## src/rtl/ahb_fetch_master.sv

```systemverilog
// rtl/ahb_fetch_master.sv - AHB instruction-fetch master with credit-limited response FIFO
module ahb_fetch_master #(
  parameter int FIFO_DEPTH = 2,
  parameter int ADDR_W     = 32
) (
  input  logic              HCLK,
  input  logic              HRESETn,
  input  logic              req_valid,
  output logic              req_ready,
  input  logic [ADDR_W-1:0] req_addr,
  input  logic              flush,
  output logic              rsp_valid,
  input  logic              rsp_ready,
  output logic [31:0]       rsp_data,
  output logic [ADDR_W-1:0] rsp_addr,
  output logic              rsp_err,
  output logic [ADDR_W-1:0] HADDR,
  output logic [1:0]        HTRANS,
  output logic              HWRITE,
  output logic [2:0]        HSIZE,
  output logic [31:0]       HWDATA,
  input  logic [31:0]       HRDATA,
  input  logic              HREADY,
  input  logic [1:0]        HRESP,
  output logic              busy
);

  localparam int PTR_W = (FIFO_DEPTH > 1) ? $clog2(FIFO_DEPTH) : 1;
  localparam int CNT_W = $clog2(FIFO_DEPTH + 1);

  typedef enum logic [1:0] {S_IDLE, S_ADDR, S_DATA} state_t;

  state_t            r_state;
  logic [ADDR_W-1:0] r_haddr;
  logic [1:0]        r_htrans;
  logic              r_drop;

  logic [31:0]       r_fifo_data [FIFO_DEPTH];
  logic [ADDR_W-1:0] r_fifo_addr [FIFO_DEPTH];
  logic              r_fifo_err  [FIFO_DEPTH];
  logic [PTR_W-1:0]  r_wr_ptr;
  logic [PTR_W-1:0]  r_rd_ptr;
  logic [CNT_W-1:0]  r_count;

  logic              w_inflight;
  logic [CNT_W:0]    w_occupancy;
  logic              w_credit_ok;
  logic              w_accept;
  logic              w_misaligned;
  logic              w_data_done;
  logic              w_push_bus;
  logic              w_push_mis;
  logic              w_push;
  logic              w_pop;
  logic [31:0]       w_push_data;
  logic [ADDR_W-1:0] w_push_addr;
  logic              w_push_err;

  function automatic logic [PTR_W-1:0] next_ptr(input logic [PTR_W-1:0] p);
    return (p == PTR_W'(FIFO_DEPTH - 1)) ? '0 : p + PTR_W'(1);
  endfunction

  // Credit counts the outstanding bus fetch so every response is guaranteed a FIFO slot.
  assign w_inflight   = (r_state != S_IDLE);
  assign w_occupancy  = {1'b0, r_count} + (CNT_W + 1)'(w_inflight);
  assign w_credit_ok  = w_occupancy < (CNT_W + 1)'(FIFO_DEPTH);
  assign req_ready    = HRESETn && (r_state == S_IDLE) && w_credit_ok && !flush;
  assign w_accept     = req_valid && req_ready;
  assign w_misaligned = (req_addr[1:0] != 2'b00);
  assign w_data_done  = (r_state == S_DATA) && HREADY;

  assign w_push_bus  = w_data_done && !r_drop && !flush;
  assign w_push_mis  = w_accept && w_misaligned;
  assign w_push      = w_push_bus || w_push_mis;
  assign w_push_data = w_push_bus ? HRDATA : 32'h0;
  assign w_push_addr = w_push_bus ? r_haddr : req_addr;
  assign w_push_err  = w_push_bus ? (HRESP != 2'b00) : 1'b1;

  assign rsp_valid = (r_count != '0);
  assign w_pop     = rsp_valid && rsp_ready;
  assign rsp_data  = r_fifo_data[r_rd_ptr];
  assign rsp_addr  = r_fifo_addr[r_rd_ptr];
  assign rsp_err   = r_fifo_err[r_rd_ptr];

  assign HADDR  = r_haddr;
  assign HTRANS = r_htrans;
  assign HWRITE = 1'b0;
  assign HSIZE  = 3'b010;
  assign HWDATA = 32'h0;
  assign busy   = (r_state != S_IDLE);

  always_ff @(posedge HCLK or negedge HRESETn) begin
    if (!HRESETn) begin
      r_state  <= S_IDLE;
      r_haddr  <= '0;
      r_htrans <= 2'b00;
      r_drop   <= 1'b0;
    end else begin
      case (r_state)
        S_IDLE: begin
          if (w_accept && !w_misaligned) begin
            r_haddr  <= req_addr;
            r_htrans <= 2'b10;
            r_state  <= S_ADDR;
          end
        end
        S_ADDR: begin
          if (flush) r_drop <= 1'b1;
          if (HREADY) begin
            r_htrans <= 2'b00;
            r_state  <= S_DATA;
          end
        end
        S_DATA: begin
          // A flush on the completion edge is handled by suppressing the push instead.
          if (HREADY) begin
            r_drop  <= 1'b0;
            r_state <= S_IDLE;
          end else if (flush) begin
            r_drop <= 1'b1;
          end
        end
        default: begin
          r_state  <= S_IDLE;
          r_htrans <= 2'b00;
        end
      endcase
    end
  end

  always_ff @(posedge HCLK or negedge HRESETn) begin
    if (!HRESETn) begin
      r_wr_ptr <= '0;
      r_rd_ptr <= '0;
      r_count  <= '0;
      for (int i = 0; i < FIFO_DEPTH; i++) begin
        r_fifo_data[i] <= '0;
        r_fifo_addr[i] <= '0;
        r_fifo_err[i]  <= 1'b0;
      end
    end else if (flush) begin
      r_wr_ptr <= '0;
      r_rd_ptr <= '0;
      r_count  <= '0;
    end else begin
      if (w_push) begin
        r_fifo_data[r_wr_ptr] <= w_push_data;
        r_fifo_addr[r_wr_ptr] <= w_push_addr;
        r_fifo_err[r_wr_ptr]  <= w_push_err;
        r_wr_ptr              <= next_ptr(r_wr_ptr);
      end
      if (w_pop) r_rd_ptr <= next_ptr(r_rd_ptr);
      case ({w_push, w_pop})
        2'b10:   r_count <= r_count + CNT_W'(1);
        2'b01:   r_count <= r_count - CNT_W'(1);
        default: r_count <= r_count;
      endcase
    end
  end

endmodule

```

## config.mk

```make
export PLATFORM = sky130hd
export DESIGN_NAME = ahb_fetch_master
export DESIGN_NICKNAME = d
export VERILOG_FILES = /design/src/rtl/ahb_fetch_master.sv
export SDC_FILE = /design/constraint.sdc
export NUM_CORES = 1
export LEC_CHECK = 0
export CAP_MARGIN = 10
export CORE_AREA = 2 2 135 137
export DETAILED_ROUTE_END_ITERATION = 16
export DIE_AREA = 0 0 137 139
export GPL_TIMING_DRIVEN = 0
export PLACE_DENSITY = 0.75
export SLEW_MARGIN = 10
export SYNTH_ARGS = -nofsm -noshare
export SYNTH_HDL_FRONTEND = slang
export SYNTH_SLANG_ARGS = --single-unit
export TNS_END_PERCENT = 100
```

## constraint.sdc

```tcl
create_clock -name HCLK -period 2.3 [get_ports HCLK]
set_input_delay 0.69 -clock HCLK [delete_from_list [all_inputs] [get_ports HCLK]]
set_output_delay 0.69 -clock HCLK [all_outputs]
set_load 0.02 [all_outputs]
```

=== Word-level counts from Yosys, hierarchy flattened ===
Index checks and enable logic that the tools add are counted.

* Bits in writable memories: 0
* Input bits: 72
* Memories kept: 0
* Register bits after elaboration: 171
* Latch bits: 0
* ROM bits: 0

* Shifts and indexed selects: 0
* $add $sub $neg: 5
* Multiplexer cells: 36
* Reduce and logical (&&, ||, !) cells: 28
* Bitwise operators: 4
* Div/mod/pow operators: 0
* Order comparisons: 4
* Multipliers: 0
* Equality and inequality tests: 7

{| class="wikitable"
|+ Operators with widths
! kind !! number
|-
| 2-to-1 mux 32 bit || 9
|-
| bitwise mux 64 bit || 2
|-
| demux 32 bit (select 1 bit) || 1
|-
| nonzero test 2 bit || 7
|-
| 2-to-1 mux 1 bit || 13
|-
| case mux 2 bit (3 select lines) || 2
|-
| logical AND 1 bit || 11
|-
| 2-to-1 mux 2 bit || 5
|-
| AND reduction 3 bit || 2
|-
| equality test 2 x 1 -> 1 bit (second input constant) || 2
|-
| equality test 2 bit (second input constant) || 2
|-
| greater-or-equal comparator 2 bit (second input constant) || 2
|-
| != test 2 bit (second input constant) || 2
|-
| NOT 1 -> 2 bit || 2
|-
| case mux 2 bit (2 select lines) || 1
|-
| AND reduction 2 bit || 2
|-
| adder 2 x 1 -> 3 bit || 1
|-
| zero test 1 bit || 3
|-
| < comparator 3 x 2 -> 1 bit (second input constant) || 1
|-
| nonzero test 3 bit || 1
|-
| adder 1 bit (second input constant) || 2
|-
| adder 2 x 1 -> 2 bit (second input constant) || 1
|-
| bitwise mux 2 bit || 1
|-
| zero test 2 bit || 1
|-
| 7 further kinds || 8
|}

=== Longest topological paths before layout ===
* Depth in word-level cells: 11
* Mapped depth: 8

=== Least setup slack after synthesis ===
Ideal clock, no wire load.

* Path kind: register to output
* Start: reg r_rd_ptr
* End: out rsp_data[10]
* Path buffers: 2
* Stages on the path, launching flop included: 4
* Path slack: 0.143 ns
* Arrival: 1.467 ns
* Data required time: 1.610 ns
* Path through: dfrtp_1 -> clkbuf_1 -> clkbuf_1 -> mux2_2

* Cells in the longest elaborated chain, start to end: 4

{| class="wikitable"
|+ RTL lines
! element !! RTL line !! text
|-
| from (decl) || 42 || <nowiki>logic [PTR_W-1:0] r_rd_ptr;</nowiki>
|-
| from (signal assigned) || 152 || <nowiki>if (w_pop) r_rd_ptr <= next_ptr(r_rd_ptr);</nowiki>
|-
| NOT 1 -> 2 bit (not written as such) || 81 || <nowiki>assign rsp_data = r_fifo_data[r_rd_ptr];</nowiki>
|-
| 2-to-1 mux 32 bit (not written as such) (3 in a row) || 81 ||
|-
| to (decl) || 14 || <nowiki>output logic [31:0] rsp_data,</nowiki>
|}

Every way passes these cells. The select of a mux whose other input is x is not followed.

=== Worst setup path after layout ===
* Start: reg r_rd_ptr
* End: out rsp_addr[2]

* Cells in the longest elaborated chain, start to end: 4

{| class="wikitable"
|+ RTL lines
! element !! RTL line !! text
|-
| NOT 1 -> 2 bit (not written as such) || 82 || <nowiki>assign rsp_addr = r_fifo_addr[r_rd_ptr];</nowiki>
|-
| 2-to-1 mux 32 bit (not written as such) (3 in a row) || 82 ||
|-
| to (decl) || 15 || <nowiki>output logic [ADDR_W-1:0] rsp_addr,</nowiki>
|}

Every way passes these cells. The select of a mux whose other input is x is not followed.

==> results.py <==
metrics = {
    "cells_and_area": {
        "syn_to_final_growth_pct": 41.3,
        "n_antenna_cell": 0,
        "drive_gt1_share_pct": 34.9,
        "fin_util_pct": 62.8,
        "final_cells": 1092,
        "fin_nets": 926,
    },
    "yosys": {
        "synth_edf_count": 0,
        "syn_avg_cell_area_um2": 13.0,
        "yosys.area_share.simple_pct": 7.96,
        "ys_warn_count": 0,
        "synth_top_family_by_area": "compound AO/OA/AOI/OAI gates",
        "syn_area_um2": 7840,
        "muxShareOfSynthArea_pct": 13.6,
        "ys_seq_area_share_pct": 54.3,
        "synthAdderAreaFrac_pct": 0.638,
        "synth_ff_type": "dfrtp_1",
        "ys_ff_latch": 170,
        "yosys.area_share.xor_xnor_pct": 0.223,
        "syn_inst": 604,
        "postSynth.asyncResetShare_pct": 100,
        "synth-compound-area-share_pct": 16.6,
        "ys_types": 38,
    },
    "sta": {
        "finClkSkew_ns": 0.0109,
        "setup_viol": 54,
        "hold_violations": 0,
        "fmax_mhz": 422,
        "slew_headroom_pct": 63.8,
        "post-route-worst-setup-slack_ns": -0.0711,
        "rsz0062_at_grt": "yes",
        "tightest_slew_ns": 0.542,
        "min_period_over_period_pct": 103,
        "worst_hold_slack_ns": 0.0952,
        "period_needed_ns": 2.37,
        "drv_slew": 0,
    },
    "global_route": {
        "antenna_found_initial": 0,
        "grt_use_total_pct": 24.0,
        "grt_pass1_wl_um": 35000,
        "grt-ovfl-total": 0,
        "grt_max_degree": 47,
        "grt_pass1_vias": 6138,
    },
    "run_status": {
        "status": "finished with violations",
        "violations": "negative setup slack",
    },
    "clock_tree": {
        "cts_inserted_buffers": 17,
        "clk_latency_ns": 0.43,
        "clkTransAtPathRegs_ns": 0.06,
        "ctsHoldBuffers": 0,
        "root_buffer": "clkbuf_16",
        "cts-htree-levels": 4,
        "cts_sinks": 170,
        "cts_tree": "done",
        "clockBufferDepth": 2,
    },
    "setup_path": {
        "cp_data_arrival_time_ns": 1.68,
        "ff2ff_path_depth": 7,
        "critical_path_required_ns": 1.61,
        "cp-start-kind": "register",
        "worstSetupPathType": "register to output port",
        "end_kind": "output port",
        "cp_max_fo": 8,
    },
    "die": {
        "start_util_pct": 44.4,
        "die_x_um": 137,
        "coreArea_um2": 17700,
        "num_rows": 49,
        "pin_count": 210,
        "die_area_um2": 19000,
        "die_h_um": 139,
    },
    "detailed_routing": {
        "firstDrtPassIters": 5,
        "wl_per_cell_um": 20.6,
        "vias_per_cell": 5.46,
        "wirelength_um": 22500,
        "drcViolationCount": 0,
        "antenna_left": 0,
        "vias": 5958,
        "drt-initial-drc-count": 373,
    },
    "placed_design": {
        "io_buffers": 171,
        "place_congestion": 0.761,
        "placedCellCount": 1040,
        "post-place-ws_ns": -1.09,
        "dp_hpwl_um": 14400,
    },
    "power_and_ir_drop": {
        "p_leak_nw": 5.52,
        "p_sw_share_pct": 33.0,
        "seqPwrFrac_pct": 38.1,
        "p_int_w": 0.00766,
        "max-vdd-ir-drop_uv": 617,
        "p_per_area_nw_per_um2": 1030,
        "clockPowerShare_pct": 24.8,
        "power.net_switching_w": 0.00378,
        "pwr-share-comb_pct": 37.1,
    },
    "job": {
        "maxCapViolCount": 0,
    },
    "worst_hold_path": {
        "holdCritPathClass": "input pin to asynchronous set/reset pin",
    },
}
## power groups by stage
stage                     Clock, W  Sequential [W]  Combinational (W)
final                      0.00283         0.00435            0.00425
after global routing       0.00300         0.00446            0.00451
after CTS                  0.00288         0.00433            0.00421
after detailed placement         0         0.00436            0.00421
after global placement           0         0.00434            0.00416
after floorplan                  0         0.00453            0.00206
## critical path: stages (launching register included)
cell       delay (ns)
dfrtp_2          0.44
clkbuf_16        0.19
clkbuf_16        0.17
mux2_4           0.32
buf_6            0.14
## repair_timing
action	in CTS	in global routing
endpoints found under the hold margin	0	0
buffers inserted	8	5
pin swaps	3	0
setup endpoints to repair	234	163
cloned	8	0
gates resized for setup	374	56
## cells in the mapped netlist, types with 2 or more instances
master / count / area [µm²]
a21oi_1: 5 / 25.0
a221o_1: 64 / 641
a22o_1: 64 / 561
and2_1: 6 / 37.5
and3_1: 61 / 382
buf_1: 3 / 11.3
buf_2: 11 / 55.1
buf_4: 38 / 285
buf_6: 2 / 22.5
clkbuf_1: 32 / 120
conb_1: 2 / 7.51
dfrtp_1: 170 / 4250
ha_1: 4 / 50.1
inv_1: 6 / 22.5
mux2_2: 95 / 1070
nand2_1: 2 / 7.51
nor2_1: 12 / 45.0
nor2b_1: 4 / 25.0
o21ai_0: 2 / 10.0
o22a_1: 2 / 17.5
xor2_1: 2 / 17.5
## area by class of cell
type,count,area (µm²)
tap,229,287
timing repair buffer,193,1940
fill,1419,6580
buffer,85,644
clock inverter,14,148
inverter,6,22.5
clock buffer,18,429
multi-input combinational,377,3350
sequential,170,4260
## state kept, by name (all words and copies together) (netlist names)
signal,cells
HADDR,32
HTRANS,1
r_count,2
r_drop,1
r_fifo_addr,64
r_fifo_data,64
r_fifo_err,2
r_rd_ptr,1
r_state,2
r_wr_ptr,1
## layer usage
metal | GRT usage (%) | part of all wire [%]
met1 | 32.8 | 44
met2 | 37.2 | 46
met3 | 6.25 | 7.9
met4 | 8.30 | 1.9
met5 | 0 | 0
## cell families (layout without fill, tap and decap cells)
group           Yosys count  after routing
compound gates          142            142
xor+xnor                  2              2
fa+ha+maj                 4              4
buf+inv                  92            316
flops                   170            170
mux                      95             95
other cells               2             37
simple gates             97             97
## path summary, 6_finish.rpt
path / startpoint / endpoint / slack, ns
min in group HCLK: HTRANS[1] / HTRANS[1] / 0.49
worst max register to register: r_state[0] / r_fifo_addr[24] / 0.16
max in group asynchronous: HRESETn / r_fifo_addr[23] / 1.63
worst max-delay path: r_rd_ptr / rsp_addr[2] / -0.07
worst min register to register: HTRANS[1] / HTRANS[1] / 0.49
worst min-delay path: HRESETn / r_fifo_addr[34] / 0.1
## cell usage in the layout (no fill, tap or decap), types with 6 or more instances in the layout
cell type        count
clkbuf_16           23
buf_6               34
mux2_4              29
nor2_1              11
a221o_1             64
mux2_2              66
clkbuf_1            16
and2_1               6
dfrtp_1            169
clkbuf_2            14
buf_2               37
a22o_1              64
and3_1              61
conb_1              37
clkdlybuf4s50_1    101
buf_4               53
## stage by stage
step                      setup TNS [ns]  power (W)  cell area [µm²]
after CTS                          -3.69     0.0114            11000
after global routing               -4.26     0.0120            11100
after global placement          -2213.41    0.00851             9970
after detailed placement         -174.53    0.00857            10000
after floorplan                        0    0.00659             7970
final                              -2.36     0.0114            11100
No activity file was read; power rests on OpenSTA's default activity.
